<file path="config.mk">
export PLATFORM = sky130hd
export DESIGN_NAME = if_id_buffer
export DESIGN_NICKNAME = d
export VERILOG_FILES = /design/src/rtl/if_id_buffer.sv
export SDC_FILE = /design/constraint.sdc
export NUM_CORES = 1
export LEC_CHECK = 0
export BUFFER_PORTS_ARGS = -buffer_cell sky130_fd_sc_hd__buf_2
export CAP_MARGIN = 20
export CELL_PAD_IN_SITES_DETAIL_PLACEMENT = 1
export CELL_PAD_IN_SITES_GLOBAL_PLACEMENT = 1
export CORE_MARGIN = 4
export CORE_UTILIZATION = 41
export CTS_CLUSTER_DIAMETER = 120
export CTS_CLUSTER_SIZE = 40
export DETAILED_ROUTE_END_ITERATION = 6
export GPL_TIMING_DRIVEN = 0
export PLACE_DENSITY_LB_ADDON = 0.1
export SLEW_MARGIN = 20
export SYNTH_ARGS = -nofsm -noshare
export SYNTH_HDL_FRONTEND = slang
export SYNTH_SLANG_ARGS = --single-unit
</file>
<file path="constraint.sdc">
create_clock -name clk -period 2.5 [get_ports clk]
set_input_delay 0.5 -clock clk [delete_from_list [all_inputs] [get_ports clk]]
set_output_delay 0.5 -clock clk [all_outputs]
set_load 0.01 [all_outputs]
</file>
<file path="src/rtl/if_id_buffer.sv">
// IF/ID pipeline buffer: 2-entry in-order FIFO of {inst, pc} between fetch and decode.
// Optional performance counters are enabled by defining IF_ID_PERF_EN.
module if_id_buffer #(
  parameter int PC_W = 6
) (
  input  logic            clk,
  input  logic            rst,
  input  logic            if_valid,
  input  logic [31:0]     if_inst,
  input  logic [PC_W-1:0] if_pc,
  output logic            if_ready,
  output logic            id_valid,
  output logic [31:0]     id_inst,
  output logic [PC_W-1:0] id_pc,
  input  logic            id_ready,
`ifdef IF_ID_PERF_EN
  output logic [15:0]     perf_issued,
  output logic [15:0]     perf_stall,
`endif
  input  logic            flush
);

  localparam logic [1:0] EMPTY = 2'd0;
  localparam logic [1:0] ONE   = 2'd1;
  localparam logic [1:0] FULL  = 2'd2;

  logic [1:0]      count_q, count_d;
  logic            rd_ptr_q, rd_ptr_d;
  logic            wr_ptr_q, wr_ptr_d;
  logic [31:0]     inst_q [2];
  logic [31:0]     inst_d [2];
  logic [PC_W-1:0] pc_q [2];
  logic [PC_W-1:0] pc_d [2];
  logic            push, pop;

  assign if_ready = (count_q != FULL) && !rst;
  assign id_valid = (count_q != EMPTY);
  assign id_inst  = id_valid ? inst_q[rd_ptr_q] : '0;
  assign id_pc    = id_valid ? pc_q[rd_ptr_q]   : '0;
  assign push     = if_valid && if_ready;
  assign pop      = id_valid && id_ready;

  always_comb begin
    count_d  = count_q;
    rd_ptr_d = rd_ptr_q;
    wr_ptr_d = wr_ptr_q;
    inst_d   = inst_q;
    pc_d     = pc_q;
    // Flush only rewinds bookkeeping; stale entries are unreachable once count is 0.
    if (flush) begin
      count_d  = EMPTY;
      rd_ptr_d = 1'b0;
      wr_ptr_d = 1'b0;
    end else begin
      if (push) begin
        inst_d[wr_ptr_q] = if_inst;
        pc_d[wr_ptr_q]   = if_pc;
        wr_ptr_d         = ~wr_ptr_q;
      end
      if (pop) begin
        rd_ptr_d = ~rd_ptr_q;
      end
      case ({push, pop})
        2'b10:   count_d = count_q + 2'd1;
        2'b01:   count_d = count_q - 2'd1;
        default: count_d = count_q;
      endcase
    end
  end

  always_ff @(posedge clk) begin
    if (rst) begin
      count_q  <= EMPTY;
      rd_ptr_q <= 1'b0;
      wr_ptr_q <= 1'b0;
      inst_q   <= '{default: '0};
      pc_q     <= '{default: '0};
    end else begin
      count_q  <= count_d;
      rd_ptr_q <= rd_ptr_d;
      wr_ptr_q <= wr_ptr_d;
      inst_q   <= inst_d;
      pc_q     <= pc_d;
    end
  end

`ifdef IF_ID_PERF_EN
  logic [15:0] issued_q, issued_d;
  logic [15:0] stall_q, stall_d;

  always_comb begin
    issued_d = issued_q;
    stall_d  = stall_q;
    if (pop && (issued_q != '1)) begin
      issued_d = issued_q + 16'd1;
    end
    if (id_valid && !id_ready && (stall_q != '1)) begin
      stall_d = stall_q + 16'd1;
    end
  end

  always_ff @(posedge clk) begin
    if (rst) begin
      issued_q <= '0;
      stall_q  <= '0;
    end else begin
      issued_q <= issued_d;
      stall_q  <= stall_d;
    end
  end

  assign perf_issued = issued_q;
  assign perf_stall  = stall_q;
`endif

endmodule

</file>
==> Yosys cells after proc, flatten, opt, wreduce, memory -nomap -nowiden <==
Index checks and enable logic that the tools add are counted.
W data, S select, Z words.
{ "word_totals": {"n_memories": 0, "input_bits": 43, "ramBits": 0, "latchBits": 0, "register_bits": 80, "rom_bits": 0, "output_inout_bits": 40, "wordCells": 44} }
{ "classes": {"n_mul": 0, "n_addsub": 2, "n_shift": 0, "n_lt_le_gt_ge": 3, "eq_ne": 3, "bitwise": 5, "muxes": 15, "div_mod_pow": 0, "reduce_logical": 9} }
{ "ops": {"columns": ["cell", "count"], "rows": [
  ["$mux W32", 5],
  ["$bwmux W64", 1],
  ["$demux W32 S1", 1],
  ["$mux W6", 5],
  ["$bwmux W12", 1],
  ["$demux W6 S1", 1],
  ["$ge A2 B2 Y1 const B", 2],
  ["$logic_and A1 B1 Y1", 4],
  ["$not A1 Y2", 2],
  ["$pmux W2 S2", 1],
  ["$reduce_bool A2 Y1", 2],
  ["$not A1 Y1", 3],
  ["$add A2 B1 Y2 const B", 1],
  ["$eq A2 B1 Y1 const B", 1],
  ["$eq A2 B2 Y1 const B", 1],
  ["$lt A2 B1 Y1 const B", 1],
  ["$ne A2 B2 Y1 const B", 1],
  ["$reduce_and A2 Y1", 1],
  ["$reduce_or A2 Y1", 1],
  ["$sub A2 B1 Y2 const B", 1],
  ["$logic_not A1 Y1", 1]
]} }

==> Depth between registers and ports, before layout <==
{ "logic_depth": {"ltp_word": 6, "depth_mapped": 9, "mapped_depth_nobuf": 6} }

==> Least setup slack after synthesis <==
OpenSTA, ideal clock, no wires.
{ "synth_timing": {"kind": "input port to flip-flop", "startpoint": "input if_valid", "endpoint": "register count_q[1]", "setup_slack_ns": 0.505, "arrival_time_ns": 1.925, "n_path_buf": 3, "t_required_ns": 2.430, "stages": 8, "cell_sequence": "nor2b_1 -> buf_2 -> buf_2 -> buf_2 -> nand2_1 -> ha_1 -> or3_1 -> a21oi_1"} }
{ "synth_between": {"elab_chain_len": 3, "word_cells_on_any_way": 5, "classes_between": "eq/ne (2); mux (1); reduce/logical (2)"} }
{ "synth_rtl": {"columns": ["item", "line", "source"], "rows": [
  ["start, declared", "8", "input logic if_valid,"],
  ["$logic_and A1 B1 Y1 (*)", "40", "assign push = if_valid && if_ready;"],
  ["$eq A2 B1 Y1 or $eq A2 B2 Y1 (tied branches)", "63", "case ({push, pop})"],
  ["$pmux W2 S2 or $reduce_bool A2 Y1 (tied branches)", null, null],
  ["end signal, assigned", "79", "count_q <= count_d;"],
  ["end, declared", "27", "logic [1:0] count_q, count_d;"]
]} }
Mark *: on every way between the ends. The rest lies on a longest branch, timed or not.
A chain may end at the register's enable or synchronous reset.

==> Worst setup path after layout <==
{ "layout_timing": {"startpoint": "register count_q[1]", "endpoint": "output if_ready"} }
{ "layout_between": {"elab_chain_len": 2} }
{ "layout_rtl": {"columns": ["item", "line", "source"], "rows": [
  ["$ne A2 B2 Y1", "36", "assign if_ready = (count_q != FULL) && !rst;"],
  ["$logic_and A1 B1 Y1", "36", null],
  ["end, declared", "11", "output logic if_ready,"]
]} }
Every way passes these cells.

==> run summary <==
Counting the fill cells in the layout gives 1,187. Sorting the synthesized cells by area gives the leading types as sky130_fd_sc_hd__dfxtp_1, sky130_fd_sc_hd__nand4_1, sky130_fd_sc_hd__o311ai_0. The overall die area came out at 0.0115 mm2. Synthesis inferred 80 register bits. The count of buffer and inverter cells on the critical path is 3. The worst setup path is captured at a primary output. The final setup TNS is 0 ns.

The number of hold violations in the final report is 0. The final setup skew came out at 0.0133 ns. The final critical-path share of the clock period came out at 89.8%. After clock tree synthesis, the clock-pin slew on the worst setup and hold paths is 0.09 ns.

For this design the ratio of total power to cell area is 575 mW/mm2. The first global-routing pass estimated 22,700 um of wire. The routability congestion estimate from global placement came out at 0.801. The reported leakage power is 2.09 nW. Measured in cells, the most critical reg-to-reg path has a length of 8. The cell count along the critical path came out at 5. For this configuration, the core starts out at a cell density of 42.8%. The required time at the endpoint of the critical path came out at 2.00 ns. The power dissipated by switching net loads came out at 0.709 mW. The average instance in the mapped netlist occupies 8.38 um2. The area of the core is 0.00942 mm2. Leaving out filler cells and counting taps, the final layout contains 706. In this run the horizontal extent of the chip is 107 um. The worst setup path is launched from a flop. The path class of the tightest hold or removal check is in -> reg. The highest clock frequency the design can meet came out at 0.446 GHz. The via-per-instance ratio is 5.94. After detailed routing, the total wire length is 13,900 um. The share of synthesized cell area in full adder, half adder and majority cells is 0.310%. The height of the die came out at 107 um. Setup repair after global routing left no endpoint under its margin. The slowest stage of the critical path belongs to the cell sky130_fd_sc_hd__dfxtp_1. For this block, the via count after detailed routing is 4,194. The number of enable flip-flop cells after synthesis is 0. Global routing used 24.7% of the available tracks. The first detailed-routing pass ran for 5 iterations. The remaining max-slew budget at the tightest pin came out at 60.8%. The DRC violation count after routing is 0. The detailed-placement wirelength estimate is 9870 um.

TritonCTS built the clock tree. Summed over all layers, the global routing overflow is 0. The reported max-cap violation count is 0. The maximum fanout along the worst path came out at 10.

The master cell of the clock root buffer is sky130_fd_sc_hd__clkbuf_8. The area growth from synthesis to layout is 19.8%. The minimum clock period is 2.24 ns. Entering global routing, the biggest net connects 14 pins. The number of cells on the worst hold path is 3.

The placed cell count is 692. The share of total power in the clock network is 41.6%. Across the VDD grid, the largest voltage drop is 0.264 mV. The number of antenna-violating nets in the routed design came out at 0.

The number of max-slew violations in the final report came out at 0. The fraction of synthesized area in multiplexers is 9.43%. The number of antenna violations at the first check in global routing came out at 0. The setup path with the least slack is of type reg -> out. The run finished with clean final reports.

The tree built by TritonCTS fans out to 80 sinks. The number of antenna repair diodes came out at 0. sky130_fd_sc_hd__dfxtp_1 is the most common cell in the netlist.

The net count of the finished layout is 616. The library cell occupying the most area in the post-synthesis netlist is sky130_fd_sc_hd__dfxtp_1. The area used by multi-input combinational logic came out at 0.00210 mm2. The fraction of the mapped netlist area in compound gates came out at 17.1%. The number of instances resized during post-cts repair came out at 0.

For this run, the leading register cell type out of synthesis is sky130_fd_sc_hd__dfxtp_1. The transition time at the pin with the least slew margin came out at 0.588 ns. The largest incremental delay on the critical path is 0.40 ns. In this run the biggest area consumer among cell types represents 39.7% of the synthesized area. The number of synthesis warnings is 0. The count of H-tree levels built during CTS is 3. Counting along the longest clock path gives a buffer depth of 2. The via count of the first global-routing pass came out at 4,300.

The flip-flop and latch area came out at 0.00160 mm2. The fraction of registers with async set/reset is 0%. The number of nets produced by synthesis came out at 525.

The critical path goes through nor2b_1 -> buf_6 -> clkbuf_1 -> nor2_1 -> buf_2. The number of library cell types mapped by synthesis came out at 25. Buffers placed on the I/O ports in this run total 82. The clock insertion delay at the later pin of the skew report is 0.35 ns. The sequential share of power came out at 47.9%.

During I/O placement, the number of pins put on the boundary was 83. The initial detailed-routing violation count came out at 156. The final setup violation count came out at 0. The total of hold buffers inserted after clock tree synthesis is 0. Cells fill 51.3% of the core in the end. The power share of the combinational group is 10.5%.

The kind of cell with the highest combined delay on the critical path is buffers and inverters. The cell row count is 35. After synthesis the cells add up to 0.00403 mm2. The routed wire length per instance came out at 19.6 um. The number of standard cells after synthesis came out at 481. The setup fix buffers added after clock tree synthesis came out at 0. The area share of xor/xnor cells in the synthesized design is 0.652%. The total clock buffers created by CTS is 9. The internal power contribution came out at 2.07 mW. Of the total power, the share spent switching nets is 25.5%.

The share of synthesized area occupied by flip-flops and latches came out at 39.7%. After synthesis, the largest family of logic cells by area is simple AND/OR/NAND/NOR gates. The proportion of layout cells with a drive suffix above 1 is 21.7%. The post-synthesis simple-gate area fraction came out at 24.5%. The data arrival time at the worst-slack endpoint came out at 1.74 ns. Counting instances in the post-synthesis netlist gives the leading cell types as sky130_fd_sc_hd__dfxtp_1, sky130_fd_sc_hd__nand2_1, sky130_fd_sc_hd__nand4_1, sky130_fd_sc_hd__o311ai_0, sky130_fd_sc_hd__nor2_1.
==> metrics by stage <==
step | setup slack [ns] | area, um2 | hold slack [ns] | power (mW)
final | 0.256 | 4830 | 0.378 | 2.78
after global routing | 0.121 | 4830 | 0.382 | 2.88
after CTS | 0.0636 | 4840 | 0.372 | 2.79
after detailed placement | 0.0691 | 4600 | 0.461 | 1.65
after global placement | 0.115 | 4600 | 0.451 | 1.64
after floorplan | 0.505 | 4030 | 0.442 | 1.52
==> power by group through the flow <==
stage	clock network [mW]	registers (mW)	logic, mW
CTS	1.16	1.33	0.289
finish	1.16	1.33	0.291
global placement	0	1.36	0.280
global route	1.22	1.34	0.320
detailed placement	0	1.36	0.287
floorplan	0	1.35	0.166
==> layout by cell type, fill, tap and decap left out <==
| cell | instances |
|---|---|
| sky130_fd_sc_hd__a21oi_1 | 2 |
| sky130_fd_sc_hd__buf_1 | 4 |
| sky130_fd_sc_hd__buf_2 | 103 |
| sky130_fd_sc_hd__buf_4 | 1 |
| sky130_fd_sc_hd__buf_6 | 4 |
| sky130_fd_sc_hd__bufinv_16 | 3 |
| sky130_fd_sc_hd__clkbuf_1 | 37 |
| sky130_fd_sc_hd__clkbuf_2 | 1 |
| sky130_fd_sc_hd__clkbuf_8 | 9 |
| sky130_fd_sc_hd__clkinv_2 | 1 |
| sky130_fd_sc_hd__dfxtp_1 | 80 |
| sky130_fd_sc_hd__ha_1 | 1 |
| sky130_fd_sc_hd__inv_1 | 3 |
| sky130_fd_sc_hd__inv_2 | 1 |
| sky130_fd_sc_hd__inv_6 | 1 |
| sky130_fd_sc_hd__mux2i_1 | 38 |
| sky130_fd_sc_hd__nand2_1 | 77 |
| sky130_fd_sc_hd__nand2b_1 | 3 |
| sky130_fd_sc_hd__nand4_1 | 76 |
| sky130_fd_sc_hd__nor2_1 | 43 |
| sky130_fd_sc_hd__nor2b_1 | 3 |
| sky130_fd_sc_hd__o21ai_0 | 3 |
| sky130_fd_sc_hd__o311ai_0 | 49 |
| sky130_fd_sc_hd__o311ai_1 | 27 |
| sky130_fd_sc_hd__or2_1 | 1 |
| sky130_fd_sc_hd__or2_2 | 1 |
| sky130_fd_sc_hd__or3_1 | 2 |
| sky130_fd_sc_hd__xnor2_1 | 1 |
| sky130_fd_sc_hd__xor2_1 | 2 |
==> worst min-delay path: stages <==
cell                      delay (ns)
sky130_fd_sc_hd__buf_2          0.09
sky130_fd_sc_hd__nand4_1        0.06
sky130_fd_sc_hd__nand2_1        0.06
==> final cells by class <==
type | instances | share of cell area [%]
Buffer | 66 | 6.40
Clock buffer | 11 | 2.72
Clock inverter | 5 | 2.15
Inverter | 4 | 0.311
Multi-Input combinational cell | 329 | 43.4
Sequential cell | 80 | 33.2
Tap cell | 129 | 3.34
Timing Repair Buffer | 82 | 8.50
==> logic make-up after synthesis <==
family,count (synthesis)
adder cells (fa/ha/maj),1
AND/OR/NAND/NOR,206
buffers and inverters,72
flip-flops,80
XOR/XNOR,3
AO/OA/AOI/OAI,81
multiplexers,38
==> state kept, by name (all words and copies together) (netlist names) <==
| signal | flops |
|---|---|
| count_q | 2 |
| pc_q | 12 |
| rd_ptr_q | 1 |
| wr_ptr_q | 1 |
| inst_q | 64 |
==> per-layer routing <==
metal  vias to the layer above  wire length, um  track usage (%)
met5                         -                0                0
met4                         0              219             7.49
met1                      2043             6140             32.8
met3                        16              704             3.31
li1                       2004                -                -
met2                       131             6790             41.7
==> final timing paths <==
path,startpoint,endpoint,slack [ns]
worst max-delay path,count_q[1],if_ready,0.26
worst min-delay path,if_inst[30],inst_q[62],0.38
worst max register to register,count_q[0],count_q[1],0.26
worst min register to register,inst_q[19],inst_q[19],0.47
(Power assumes the default switching activity.)
